[config.mk]
export PLATFORM = sky130hd
export DESIGN_NAME = spinner_gen
export DESIGN_NICKNAME = d
export VERILOG_FILES = /design/src/rtl/spinner_pkg.sv /design/src/rtl/spinner_gen_channel.sv /design/src/rtl/spinner_gen.sv
export SDC_FILE = /design/constraint.sdc
export NUM_CORES = 1
export LEC_CHECK = 0
export ABC_AREA = 1
export BUFFER_PORTS_ARGS = -buffer_cell sky130_fd_sc_hd__buf_4
export CORE_ASPECT_RATIO = 0.8
export CORE_MARGIN = 10
export CORE_UTILIZATION = 40
export CTS_BUF_LIST = sky130_fd_sc_hd__clkbuf_4
export CTS_CLUSTER_DIAMETER = 80
export DETAILED_ROUTE_END_ITERATION = 16
export PLACE_DENSITY = 0.65
export SETUP_SLACK_MARGIN = 0.15
export SYNTH_ARGS = -nofsm -noshare
export SYNTH_HDL_FRONTEND = slang
export SYNTH_HIERARCHICAL = 1
export SYNTH_SLANG_ARGS = --single-unit
export TNS_END_PERCENT = 100
[constraint.sdc]
create_clock -name clock_40 -period 10.3 [get_ports clock_40]
set_input_delay 0 -clock clock_40 [delete_from_list [all_inputs] [get_ports clock_40]]
set_output_delay 0 -clock clock_40 [all_outputs]
set_load 0.02 [all_outputs]
[src/rtl/spinner_pkg.sv]
// spinner_pkg: shared types and helpers for the spinner emulator.
//   spin_mode_e  - input source select (buttons, analog, mouse, off)
//   sat_add12    - signed 12-bit add saturating at +/-2047
//   clamp_delta  - limits a signed step to +/-(2^(angle_w-1)-1)
package spinner_pkg;

   typedef enum logic [1:0] {
      SPIN_BUTTONS = 2'd0,
      SPIN_ANALOG  = 2'd1,
      SPIN_MOUSE   = 2'd2,
      SPIN_OFF     = 2'd3
   } spin_mode_e;

   // Wide enough for any step: mouse (12 bit) or buttons up to 2^15-1.
   localparam int unsigned DELTA_W = 18;
   localparam int unsigned MACC_W  = 12;

   function automatic logic signed [MACC_W-1:0] sat_add12(input logic signed [MACC_W-1:0] a,
                                                          input logic signed [MACC_W-1:0] b);
      logic signed [MACC_W:0] s;
      s = {a[MACC_W-1], a} + {b[MACC_W-1], b};
      if (s > 13'sd2047) begin
         return 12'sd2047;
      end else if (s < -13'sd2047) begin
         return -12'sd2047;
      end
      return s[MACC_W-1:0];
   endfunction

   // A step of half the circle or more would be ambiguous in direction.
   function automatic logic signed [DELTA_W-1:0] clamp_delta(input logic signed [DELTA_W-1:0] d,
                                                             input int unsigned angle_w);
      logic signed [DELTA_W-1:0] lim;
      lim = DELTA_W'((1 << (angle_w - 1)) - 1);
      if (d > lim) begin
         return lim;
      end else if (d < -lim) begin
         return -lim;
      end
      return d;
   endfunction

endpackage

[src/rtl/spinner_gen_channel.sv]
// spinner_channel: one spinner channel (position, button speed, delta select, clamp).
//   clock_40, reset          - clock and synchronous active-high reset
//   tick                     - one-cycle frame strobe
//   mode, mode_chg           - current mode and "mode changed this cycle" flag
//   btn_left/right/acc       - button inputs for this channel
//   analog_x                 - signed stick value
//   mouse_delta              - pre-shifted mouse step (zero for channels other than 0)
//   pos                      - wrapping angle output
//   moving                   - last applied delta was nonzero
module spinner_channel #(
   parameter int unsigned ANGLE_W      = 4,
   parameter int unsigned ACC_MAX      = 7,
   parameter int unsigned ANALOG_SHIFT = 4,
   parameter int unsigned DEADZONE     = 8
) (
   input  logic               clock_40,
   input  logic               reset,
   input  logic               tick,
   input  logic [1:0]         mode,
   input  logic               mode_chg,
   input  logic               btn_left,
   input  logic               btn_right,
   input  logic               btn_acc,
   input  logic [7:0]         analog_x,
   input  logic [17:0]        mouse_delta,
   output logic [ANGLE_W-1:0] pos,
   output logic               moving
);
   import spinner_pkg::*;

   localparam int unsigned SPD_W = $clog2(ACC_MAX + 1);

   spin_mode_e mode_e;
   logic [ANGLE_W-1:0] pos_q, pos_d;
   logic [SPD_W-1:0] spd_q, spd_d, spd_base, spd_new;
   logic moving_q, moving_d;
   logic signed [DELTA_W-1:0] delta_raw, delta;
   logic signed [7:0] ax, ax_sh;
   logic [7:0] mag;

   assign mode_e = spin_mode_e'(mode);

   // -128 has no positive twin; fold it onto -127.
   assign ax    = (analog_x == 8'h80) ? 8'sh81 : $signed(analog_x);
   assign mag   = ax[7] ? 8'(-ax) : 8'(ax);
   assign ax_sh = ax >>> ANALOG_SHIFT;

   always_comb begin
      // A mode change restarts acceleration even on a coincident tick.
      spd_base  = mode_chg ? '0 : spd_q;
      spd_d     = spd_base;
      spd_new   = '0;
      delta_raw = '0;
      if (tick) begin
         spd_d = '0;
         case (mode_e)
            SPIN_BUTTONS: begin
               if (btn_left ^ btn_right) begin
                  if (!btn_acc) begin
                     spd_new = SPD_W'(1);
                  end else if (spd_base >= SPD_W'(ACC_MAX)) begin
                     spd_new = SPD_W'(ACC_MAX);
                  end else begin
                     spd_new = spd_base + 1'b1;
                  end
                  spd_d     = spd_new;
                  delta_raw = btn_right ? DELTA_W'(spd_new) : -DELTA_W'(spd_new);
               end
            end
            SPIN_ANALOG: begin
               if (int'(mag) >= int'(DEADZONE)) begin
                  delta_raw = {{(DELTA_W-8){ax_sh[7]}}, ax_sh};
               end
            end
            SPIN_MOUSE:  delta_raw = mouse_delta;
            default:     delta_raw = '0;
         endcase
      end
   end

   assign delta = clamp_delta(delta_raw, ANGLE_W);

   always_comb begin
      pos_d    = pos_q;
      moving_d = moving_q;
      if (tick) begin
         pos_d    = pos_q + delta[ANGLE_W-1:0];
         moving_d = (delta != '0);
      end
   end

   always_ff @(posedge clock_40) begin
      if (reset) begin
         pos_q    <= '0;
         spd_q    <= '0;
         moving_q <= 1'b0;
      end else begin
         pos_q    <= pos_d;
         spd_q    <= spd_d;
         moving_q <= moving_d;
      end
   end

   assign pos    = pos_q;
   assign moving = moving_q;

endmodule

[src/rtl/spinner_gen.sv]
// spinner_gen: rotary-control emulator, one position update per vsync rising edge.
//   clock_40, reset     - 40 MHz clock, synchronous active-high reset
//   vsync               - frame reference
//   mode                - 0 buttons, 1 analog, 2 mouse, 3 off
//   btn_left/right/acc  - per-channel buttons
//   analog_x            - per-channel signed stick X, 8 bits each
//   mouse_dx/strobe     - signed mouse delta with one-cycle valid (channel 0)
//   spin_angle          - per-channel wrapping angle
//   spin_moving         - per-channel motion flag
module spinner_gen #(
   parameter int unsigned CHANNELS     = 2,
   parameter int unsigned ANGLE_W      = 4,
   parameter int unsigned ACC_MAX      = 7,
   parameter int unsigned ANALOG_SHIFT = 4,
   parameter int unsigned DEADZONE     = 8,
   parameter int unsigned MOUSE_SHIFT  = 1
) (
   input  logic                        clock_40,
   input  logic                        reset,
   input  logic                        vsync,
   input  logic [1:0]                  mode,
   input  logic [CHANNELS-1:0]         btn_left,
   input  logic [CHANNELS-1:0]         btn_right,
   input  logic [CHANNELS-1:0]         btn_acc,
   input  logic [8*CHANNELS-1:0]       analog_x,
   input  logic [8:0]                  mouse_dx,
   input  logic                        mouse_strobe,
   output logic [ANGLE_W*CHANNELS-1:0] spin_angle,
   output logic [CHANNELS-1:0]         spin_moving
);
   import spinner_pkg::*;

   logic vsync_q, vsync_qq, tick_q;
   logic [1:0] mode_q;
   logic mode_chg;
   logic signed [MACC_W-1:0] macc_q, macc_d, macc_base, delta0;
   logic signed [DELTA_W-1:0] mouse_delta;

   assign mode_chg  = (mode != mode_q);
   assign macc_base = mode_chg ? '0 : macc_q;
   assign delta0    = macc_base >>> MOUSE_SHIFT;
   assign mouse_delta = {{(DELTA_W-MACC_W){delta0[MACC_W-1]}}, delta0};

   // The remainder below the shift is carried to the next frame; a strobe
   // landing on the tick is added after the remainder is taken.
   always_comb begin
      macc_d = '0;
      if (spin_mode_e'(mode) == SPIN_MOUSE) begin
         macc_d = macc_base;
         if (tick_q) begin
            macc_d = macc_base - (delta0 <<< MOUSE_SHIFT);
         end
         if (mouse_strobe) begin
            macc_d = sat_add12(macc_d, {{(MACC_W-9){mouse_dx[8]}}, mouse_dx});
         end
      end
   end

   always_ff @(posedge clock_40) begin
      if (reset) begin
         vsync_q  <= 1'b0;
         vsync_qq <= 1'b0;
         tick_q   <= 1'b0;
         mode_q   <= 2'd0;
         macc_q   <= '0;
      end else begin
         vsync_q  <= vsync;
         vsync_qq <= vsync_q;
         tick_q   <= vsync_q & ~vsync_qq;
         mode_q   <= mode;
         macc_q   <= macc_d;
      end
   end

   for (genvar i = 0; i < CHANNELS; i++) begin : g_ch
      logic [DELTA_W-1:0] ch_mouse;
      assign ch_mouse = (i == 0) ? mouse_delta : '0;

      spinner_channel #(
         .ANGLE_W      (ANGLE_W),
         .ACC_MAX      (ACC_MAX),
         .ANALOG_SHIFT (ANALOG_SHIFT),
         .DEADZONE     (DEADZONE)
      ) u_ch (
         .clock_40    (clock_40),
         .reset       (reset),
         .tick        (tick_q),
         .mode        (mode),
         .mode_chg    (mode_chg),
         .btn_left    (btn_left[i]),
         .btn_right   (btn_right[i]),
         .btn_acc     (btn_acc[i]),
         .analog_x    (analog_x[8*i +: 8]),
         .mouse_delta (ch_mouse),
         .pos         (spin_angle[ANGLE_W*i +: ANGLE_W]),
         .moving      (spin_moving[i])
      );
   end

endmodule

# Word level (Yosys, flattened, before mapping)
# Cells that the tools add are included.
[word_totals] reg_bits=33 in_bits=37
[classes] n_addsub=10 n_lt_le_gt_ge=10 n_eq_ne=5 n_mux=53 n_bitwise=5 n_reduce_logical=4
[ops] operator="18-bit two-way mux" count=14
[ops] operator="12-bit two-way mux" count=7
[ops] operator="3-bit two-way mux" count=18
[ops] operator="18-bit one-hot mux with 3 select lines" count=1
[ops] operator="18-bit by 4-bit greater-than comparator with 1-bit output (second input constant)" count=2
[ops] operator="18-bit by 4-bit less-than comparator with 1-bit output (second input constant)" count=2
[ops] operator="3-bit negator with 18-bit output" count=2
[ops] operator="18-bit one-hot mux with 2 select lines" count=1
[ops] operator="18-bit nonzero test" count=2
[ops] operator="8-bit two-way mux" count=4
[ops] operator="8-bit equality test (second input constant)" count=2
[ops] operator="8-bit by 4-bit >= comparator with 1-bit output (second input constant)" count=2
[ops] operator="8-bit negator" count=2
[ops] operator="12-bit by 9-bit adder with 13-bit output" count=1
[ops] operator="13-bit by 12-bit greater-than comparator with 1-bit output (second input constant)" count=1
[ops] operator="13-bit by 12-bit less-than comparator with 1-bit output (second input constant)" count=1
[ops] operator="12-bit subtractor" count=1
[ops] operator="4-bit adder" count=2
[ops] operator="1-bit two-way mux" count=8
[ops] operator="3-bit by 1-bit adder with 3-bit output (second input constant)" count=2
[ops] operator="3-bit >= comparator (second input constant)" count=2
[ops] operator="2-bit by 1-bit equality test with 1-bit output (second input constant)" count=1
[ops] operator="2-bit equality test (second input constant)" count=1
[ops] operator="2-bit logical NOT" count=1
[ops] operator="other kinds (5)" count=7

# Depth between registers and ports, before layout
[depth] ltp_word=18 depth_mapped=32 mapped_depth_nobuf=31

# By module
# The synthesis kept the hierarchy.
[by_module_without_submodules] mod="spinner_gen" instances=1 cells_per_inst=256 area_each_um2=1511.4 seq_area_each_um2=340.3
[by_module_without_submodules] mod="spinner_channel (g_ch[0].u_ch)" instances=1 cells_per_inst=242 area_each_um2=1401.3 seq_area_each_um2=160.2
[by_module_without_submodules] mod="spinner_channel (g_ch[1].u_ch)" instances=1 cells_per_inst=230 area_each_um2=1285.0 seq_area_each_um2=160.2

# Worst setup path before layout
# OpenSTA, ideal clock, no wires.
[synth_timing] path_type="register -> register" start="reg mode_q[0]" end="reg g_ch[1].u_ch.pos_q[3]" setup_ns=0.129 arrival_ns=4.066 slack_ns=6.105 stages_incl_launch_ff=30 n_path_buf=2 period_less_slack_ns=4.195 cell_sequence="dfxtp_1 -> xnor2_1 -> nand2_1 -> clkbuf_1 -> clkbuf_1 -> nor2_1 -> ha_1 -> ha_1 -> inv_1 -> nand4_1 -> inv_1 -> ha_1 -> a21oi_2 -> a21oi_1 -> nand2_1 -> o21ai_0 -> nand2_1 -> nor2_1 -> nand2_1 -> nand2_2 -> nand2_1 -> ha_1 -> nand2_1 -> nor2_1 -> a211oi_1 -> nand2_1 -> nand2_1 -> nor2_1 -> o21ai_0 -> a21oi_1"
[synth_between] elab_chain_len=18 elab_cells_between_ends=21 cone_classes="add/sub: 3; order compare: 3; eq/ne: 1; mux: 14"
[synth_rtl] item="from (decl)" line="spinner_gen.sv:34" source="logic [1:0] mode_q;"
[synth_rtl] item="from (signal assigned)" line="spinner_gen.sv:70" source="mode_q <= mode;"
[synth_rtl] item="2-bit != test *" line="spinner_gen.sv:39" source="assign mode_chg = (mode != mode_q);"
[synth_rtl] item="via mode_chg" line="spinner_gen.sv:35" source="logic mode_chg;"
[synth_rtl] item="3-bit two-way mux *" line="spinner_gen_channel.sv:50" source="spd_base = mode_chg ? '0 : spd_q;"
[synth_rtl] item="3-bit by 1-bit adder with 3-bit output or 3-bit >= comparator (tied branches)" line="spinner_gen_channel.sv:64, spinner_gen_channel.sv:61"
[synth_rtl] item="3-bit two-way mux *" line="spinner_gen_channel.sv:61" source="end else if (spd_base >= SPD_W'(ACC_MAX)) begin"
[synth_rtl] item="3-bit two-way mux *" line="spinner_gen_channel.sv:59" source="if (!btn_acc) begin"
[synth_rtl] item="3-bit two-way mux *" line="spinner_gen_channel.sv:58" source="if (btn_left ^ btn_right) begin"
[synth_rtl] item="3-bit two-way mux *" line="spinner_gen_channel.sv:56" source="case (mode_e)"
[synth_rtl] item="[3 not listed]"
[synth_rtl] item="18-bit two-way mux *" line="spinner_gen_channel.sv:58"
[synth_rtl] item="18-bit one-hot mux with 2 select lines *" line="spinner_gen_channel.sv:56"
[synth_rtl] item="18-bit two-way mux *" line="spinner_gen_channel.sv:54" source="if (tick) begin"
[synth_rtl] item="18-bit by 4-bit less-than comparator with 1-bit output" line="spinner_pkg.sv:37" source="end else if (d < -lim) begin"
[synth_rtl] item="1-bit two-way mux" line="spinner_pkg.sv:37"
[synth_rtl] item="1-bit two-way mux" line="spinner_pkg.sv:35" source="if (d > lim) begin"
[synth_rtl] item="18-bit two-way mux *" line="spinner_pkg.sv:40" source="return d;"
[synth_rtl] item="4-bit adder *" line="spinner_gen_channel.sv:87" source="pos_d = pos_q + delta[ANGLE_W-1:0];"
[synth_rtl] item="to (signal assigned)" line="spinner_gen_channel.sv:98" source="pos_q <= pos_d;"
[synth_rtl] item="to (decl)" line="spinner_gen_channel.sv:34" source="logic [ANGLE_W-1:0] pos_q, pos_d;"
# Mark *: on every way through the listed nets, which the timed path passes. The rest lies on a longest branch. The select of a mux whose other input is x is not followed.
# A chain may end at the register's enable or synchronous reset.

# Worst setup path after layout
[layout_timing] start="in mode[0]" end="reg g_ch[1].u_ch.pos_q[3]"
[layout_between] elab_chain_len=18 elab_cells_between_ends=23 cone_classes="add/sub: 3; order compare: 3; eq/ne: 2; mux: 14; reduce/logical: 1"
[layout_rtl] item="from (decl)" line="spinner_gen.sv:21" source="input logic [1:0] mode,"
[layout_rtl] item="2-bit != test" line="spinner_gen.sv:39"
[layout_rtl] item="3-bit two-way mux" line="spinner_gen_channel.sv:50"
[layout_rtl] item="3-bit by 1-bit adder with 3-bit output or 3-bit >= comparator (tied branches)" line="spinner_gen_channel.sv:64, spinner_gen_channel.sv:61"
[layout_rtl] item="3-bit two-way mux" line="spinner_gen_channel.sv:61"
[layout_rtl] item="3-bit two-way mux" line="spinner_gen_channel.sv:59"
[layout_rtl] item="3-bit two-way mux" line="spinner_gen_channel.sv:58"
[layout_rtl] item="3-bit two-way mux" line="spinner_gen_channel.sv:56"
[layout_rtl] item="3-bit two-way mux" line="spinner_gen_channel.sv:54"
[layout_rtl] item="[2 not listed]"
[layout_rtl] item="18-bit two-way mux" line="spinner_gen_channel.sv:58"
[layout_rtl] item="18-bit one-hot mux with 2 select lines *" line="spinner_gen_channel.sv:56"
[layout_rtl] item="18-bit two-way mux *" line="spinner_gen_channel.sv:54"
[layout_rtl] item="18-bit by 4-bit less-than comparator with 1-bit output" line="spinner_pkg.sv:37"
[layout_rtl] item="1-bit two-way mux" line="spinner_pkg.sv:37"
[layout_rtl] item="1-bit two-way mux" line="spinner_pkg.sv:35"
[layout_rtl] item="18-bit two-way mux *" line="spinner_pkg.sv:40"
[layout_rtl] item="4-bit adder *" line="spinner_gen_channel.sv:87"
# Every way passes the cells marked *; elsewhere a longest branch is shown, timed or not. The select of a mux whose other input is x is not followed.

==> results.tsv <==
stage	metric	value	unit
sta	Slew HR	41.1	%
sta	Setup TNS	0	ns
floorplan	Core Area	10200	um^2
route	drt wl/cell	11.9	um
power	Power Dens Cells	73.3	nW/um^2
synth	syn avg cell area	5.77	um^2
setup_path	CP max-delay cell	dlygate4sd3_1	
cts	Num Clock Sinks	33	
synth	Synth area leader	nand2_1	
synth	EDFF count, synth	0	
synth	main area contributors after synthesis	nand2_1 18%, dfxtp_1 16%, inv_1 9.7%, ha_1 7.7%, nor2_1 6.8%	
cts	Root Driver	clkbuf_4	
synth	synth unique cells	43	
setup_path	crit path kind	in2reg	
sta	Fin Hold WS	0.0255	ns
cts	H-Tree Level Count	2	
sta	Tcrit/Tclk final	40.1	%
floorplan	die width	135	um
route	ANT nets after route	0	
sta	Worst-Margin Slew	0.883	ns
sta	slack of the critical path	6.17	ns
sta	RSZ-0062 raised after global routing	no	
final_layout	FILL cells	1103	
setup_path	crit path DAT	4.37	ns
final_layout	Layout Nets	856	
grt	vias in the first global route	4294	
cts	Bufs on Longest Clock Path	2	
synth	flops & latches, synth	33	
sta	Tmin final	4.13	ns
power	Pint	0.000230	W
power	Sw Share	35.1	%
place	PortBufs	46	
cts	CTS tree	built	
sta	final setup skew	0.0112	ns
synth	sequential element share of the synthesized area	15.7	%
floorplan	Die Span Y	112	um
grt	total global-route track usage	14.5	%
synth	most frequent cell after synthesis	nand2_1	
synth	Mapped Cells	728	
route	total length of routed wires	11100	um
grt	GRT overflow	0	
grt	first-pass GRT wire length	19300	um
place	placed cell count	916	
route	WL met2	4880	um
place	DP Worst Slack	6.30	ns
setup_path	CP max FO	30	
synth	Post-synth ARST share	0	%
power	sw power	0.000125	W
setup_path	CP max stage delay	0.54	ns
synth	yosys synthesis warning count	6	
power	Clock power frac	27.9	%
floorplan	DIE AREA	15000	um^2
route	vias after detailed routing	4572	
grt	largest net degree at the start of global routing	32	
floorplan	io pins	47	
cts	clk_lat worst skew	0.34	ns
route	met1 wire length	5740	um
power	Max VDD drop	39.3	uV
sta	Final Max Tran Viols	0	
route	Met3 Wirelength	413	um
final_layout	Area growth syn-to-layout	15.4	%
cts	setup bufs post-CTS	0	
place	Placer Congestion	0.895	
setup_path	worst path required time	10.54	ns
sta	Hold Fails Final Rpt	0	
synth	most frequent cells after synthesis	204 x nand2_1, 108 x inv_1, 76 x nor2_1	
setup_path	Critical Path Source Type	primary input	
status	status	completed	
route	DRT iter0 DRCs	277	
route	DRC Markers	0	
place	post-detail-place hpwl	9030	um
route	Pre-antenna DRT Iters	5	
final_layout	final std cells w/o fill	931	
final_layout	# diodes	0	
power	Flop pwr share	37.9	%
setup_path	CP endpoint kind	flop	
cts	Clock transition at path regs	0.10	ns
synth	area of the mapped netlist	4200	um^2
run	Max Cap Viol	0	
sta	final setup vio count	0	
final_layout	share of layout cells above drive strength 1	15.0	%
floorplan	FP Rows	33	
cts	CTS buffer count	5	
hold_path	Hold/Removal Path Class	in2reg	
route	DR vias/cell	4.91	
sta	fmax	242	MHz
synth	Synth Flop Type	dfxtp_1	
synth	Yosys top cell area share	18.2	%
grt	initial antenna violation count	0	
power	Pleak	2.59	nW
power	combinational fraction of design power	34.2	%
setup_path	CP most frequent cell	nand2_1	
route	top layer used by detailed routing	met4	
floorplan	initial core utilization	41.0	%
==> power by group through the flow <==
| stage | registers [W] | clock network, W | logic (W) |
|---|---|---|---|
| after floorplan | 0.000139 | 0 | 0.0000842 |
| after global placement | 0.000137 | 0 | 0.000116 |
| after detailed placement | 0.000138 | 0 | 0.000119 |
| after CTS | 0.000135 | 0.000102 | 0.000121 |
| after global routing | 0.000135 | 0.000107 | 0.000138 |
| final | 0.000135 | 0.0000990 | 0.000121 |
==> layout make-up <==
type | count | area (um^2) | area share [%]
multi-input cells | 575 | 3040 | 62.7
flip-flops and latches | 33 | 661 | 13.6
inverters | 119 | 454 | 9.38
repair buffers | 56 | 438 | 9.04
well taps | 140 | 175 | 3.62
clock buffers | 6 | 45.0 | 0.930
clock inverters | 2 | 33.8 | 0.698
==> registers in the layout, summed over array words and instances, names as in the netlist <==
name and count:
g_ch.u_ch/moving 2, g_ch.u_ch/pos 8, g_ch.u_ch/spd_q 6, macc_q 12, mode_q 2, tick_q 1, vsync_q 1, vsync_qq 1
==> placed cells by master, fill, tap and decap left out, types with 10 or more instances in the layout <==
cell type / n
a21oi_1: 42
o21ai_0: 29
nor2_2: 11
nor3_1: 16
nand3_1: 43
nand2_1: 204
buf_4: 49
a31oi_1: 10
conb_1: 18
a22oi_1: 10
dfxtp_1: 33
inv_1: 108
ha_1: 26
nand2_2: 19
nor2_1: 76
==> critical path, delay by kind of cell <==
kind	cells	cell delay, ns
buffers and inverters	4	1.01
AO/OA/AOI/OAI	5	0.78
adder cells (fa/ha/maj)	4	0.78
AND/OR/NAND/NOR	16	1.62
XOR/XNOR	1	0.19
==> cell families after synthesis <==
group                      after synthesis  share of synthesized area, %
buffers and inverters                  137                          13.5
xor gates and xnor gates                 9                          2.06
other                                    1                        0.0893
and+or+nand+nor                        403                          43.5
DFF                                     33                          15.7
adders and majority gates               29                          9.18
AOI/OAI and AO/OA                      116                          16.0
==> worst paths after layout <==
path / from / slack (ns) / endpoint / cells past startpoint
max: mode[0] / 6.17 / g_ch[1].u_ch/pos[3]$_SDFFE_PP0P_ / 30
max reg2reg: mode_q[0]$_SDFF_PP0_ / 6.22 / g_ch[1].u_ch/pos[3]$_SDFFE_PP0P_ / 28
min: mouse_strobe / 0.03 / macc_q[11]$_SDFF_PP0_ / 3
min reg2reg: vsync_qq$_SDFF_PP0_ / 0.41 / tick_q$_SDFF_PP0_ / 1
==> metrics by stage <==
| step | area, um^2 | utilization [%] | power, W |
|---|---|---|---|
| after floorplan | 4260 | - | 0.000223 |
| after global placement | 4690 | 45.8 | 0.000253 |
| after detailed placement | 4690 | 45.8 | 0.000257 |
| after CTS | 4840 | 47.3 | 0.000357 |
| after global routing | 4840 | 47.3 | 0.000381 |
| final | 4840 | 47.3 | 0.000355 |
==> metal layers <==
metal  GRT usage, %  vias up
met5              0        -
met4           2.32        0
met3           2.07        9
met2           23.6       83
met1           20.0     2049
li1               -     2431
==> timing repair <==
action                                  in CTS  in global routing
endpoints found under the setup margin       0                  0
hold endpoints to repair                    10                  0
hold buffers                                 7                  0
resized for setup                            0                  0
Power figures use the tool's default switching activity.
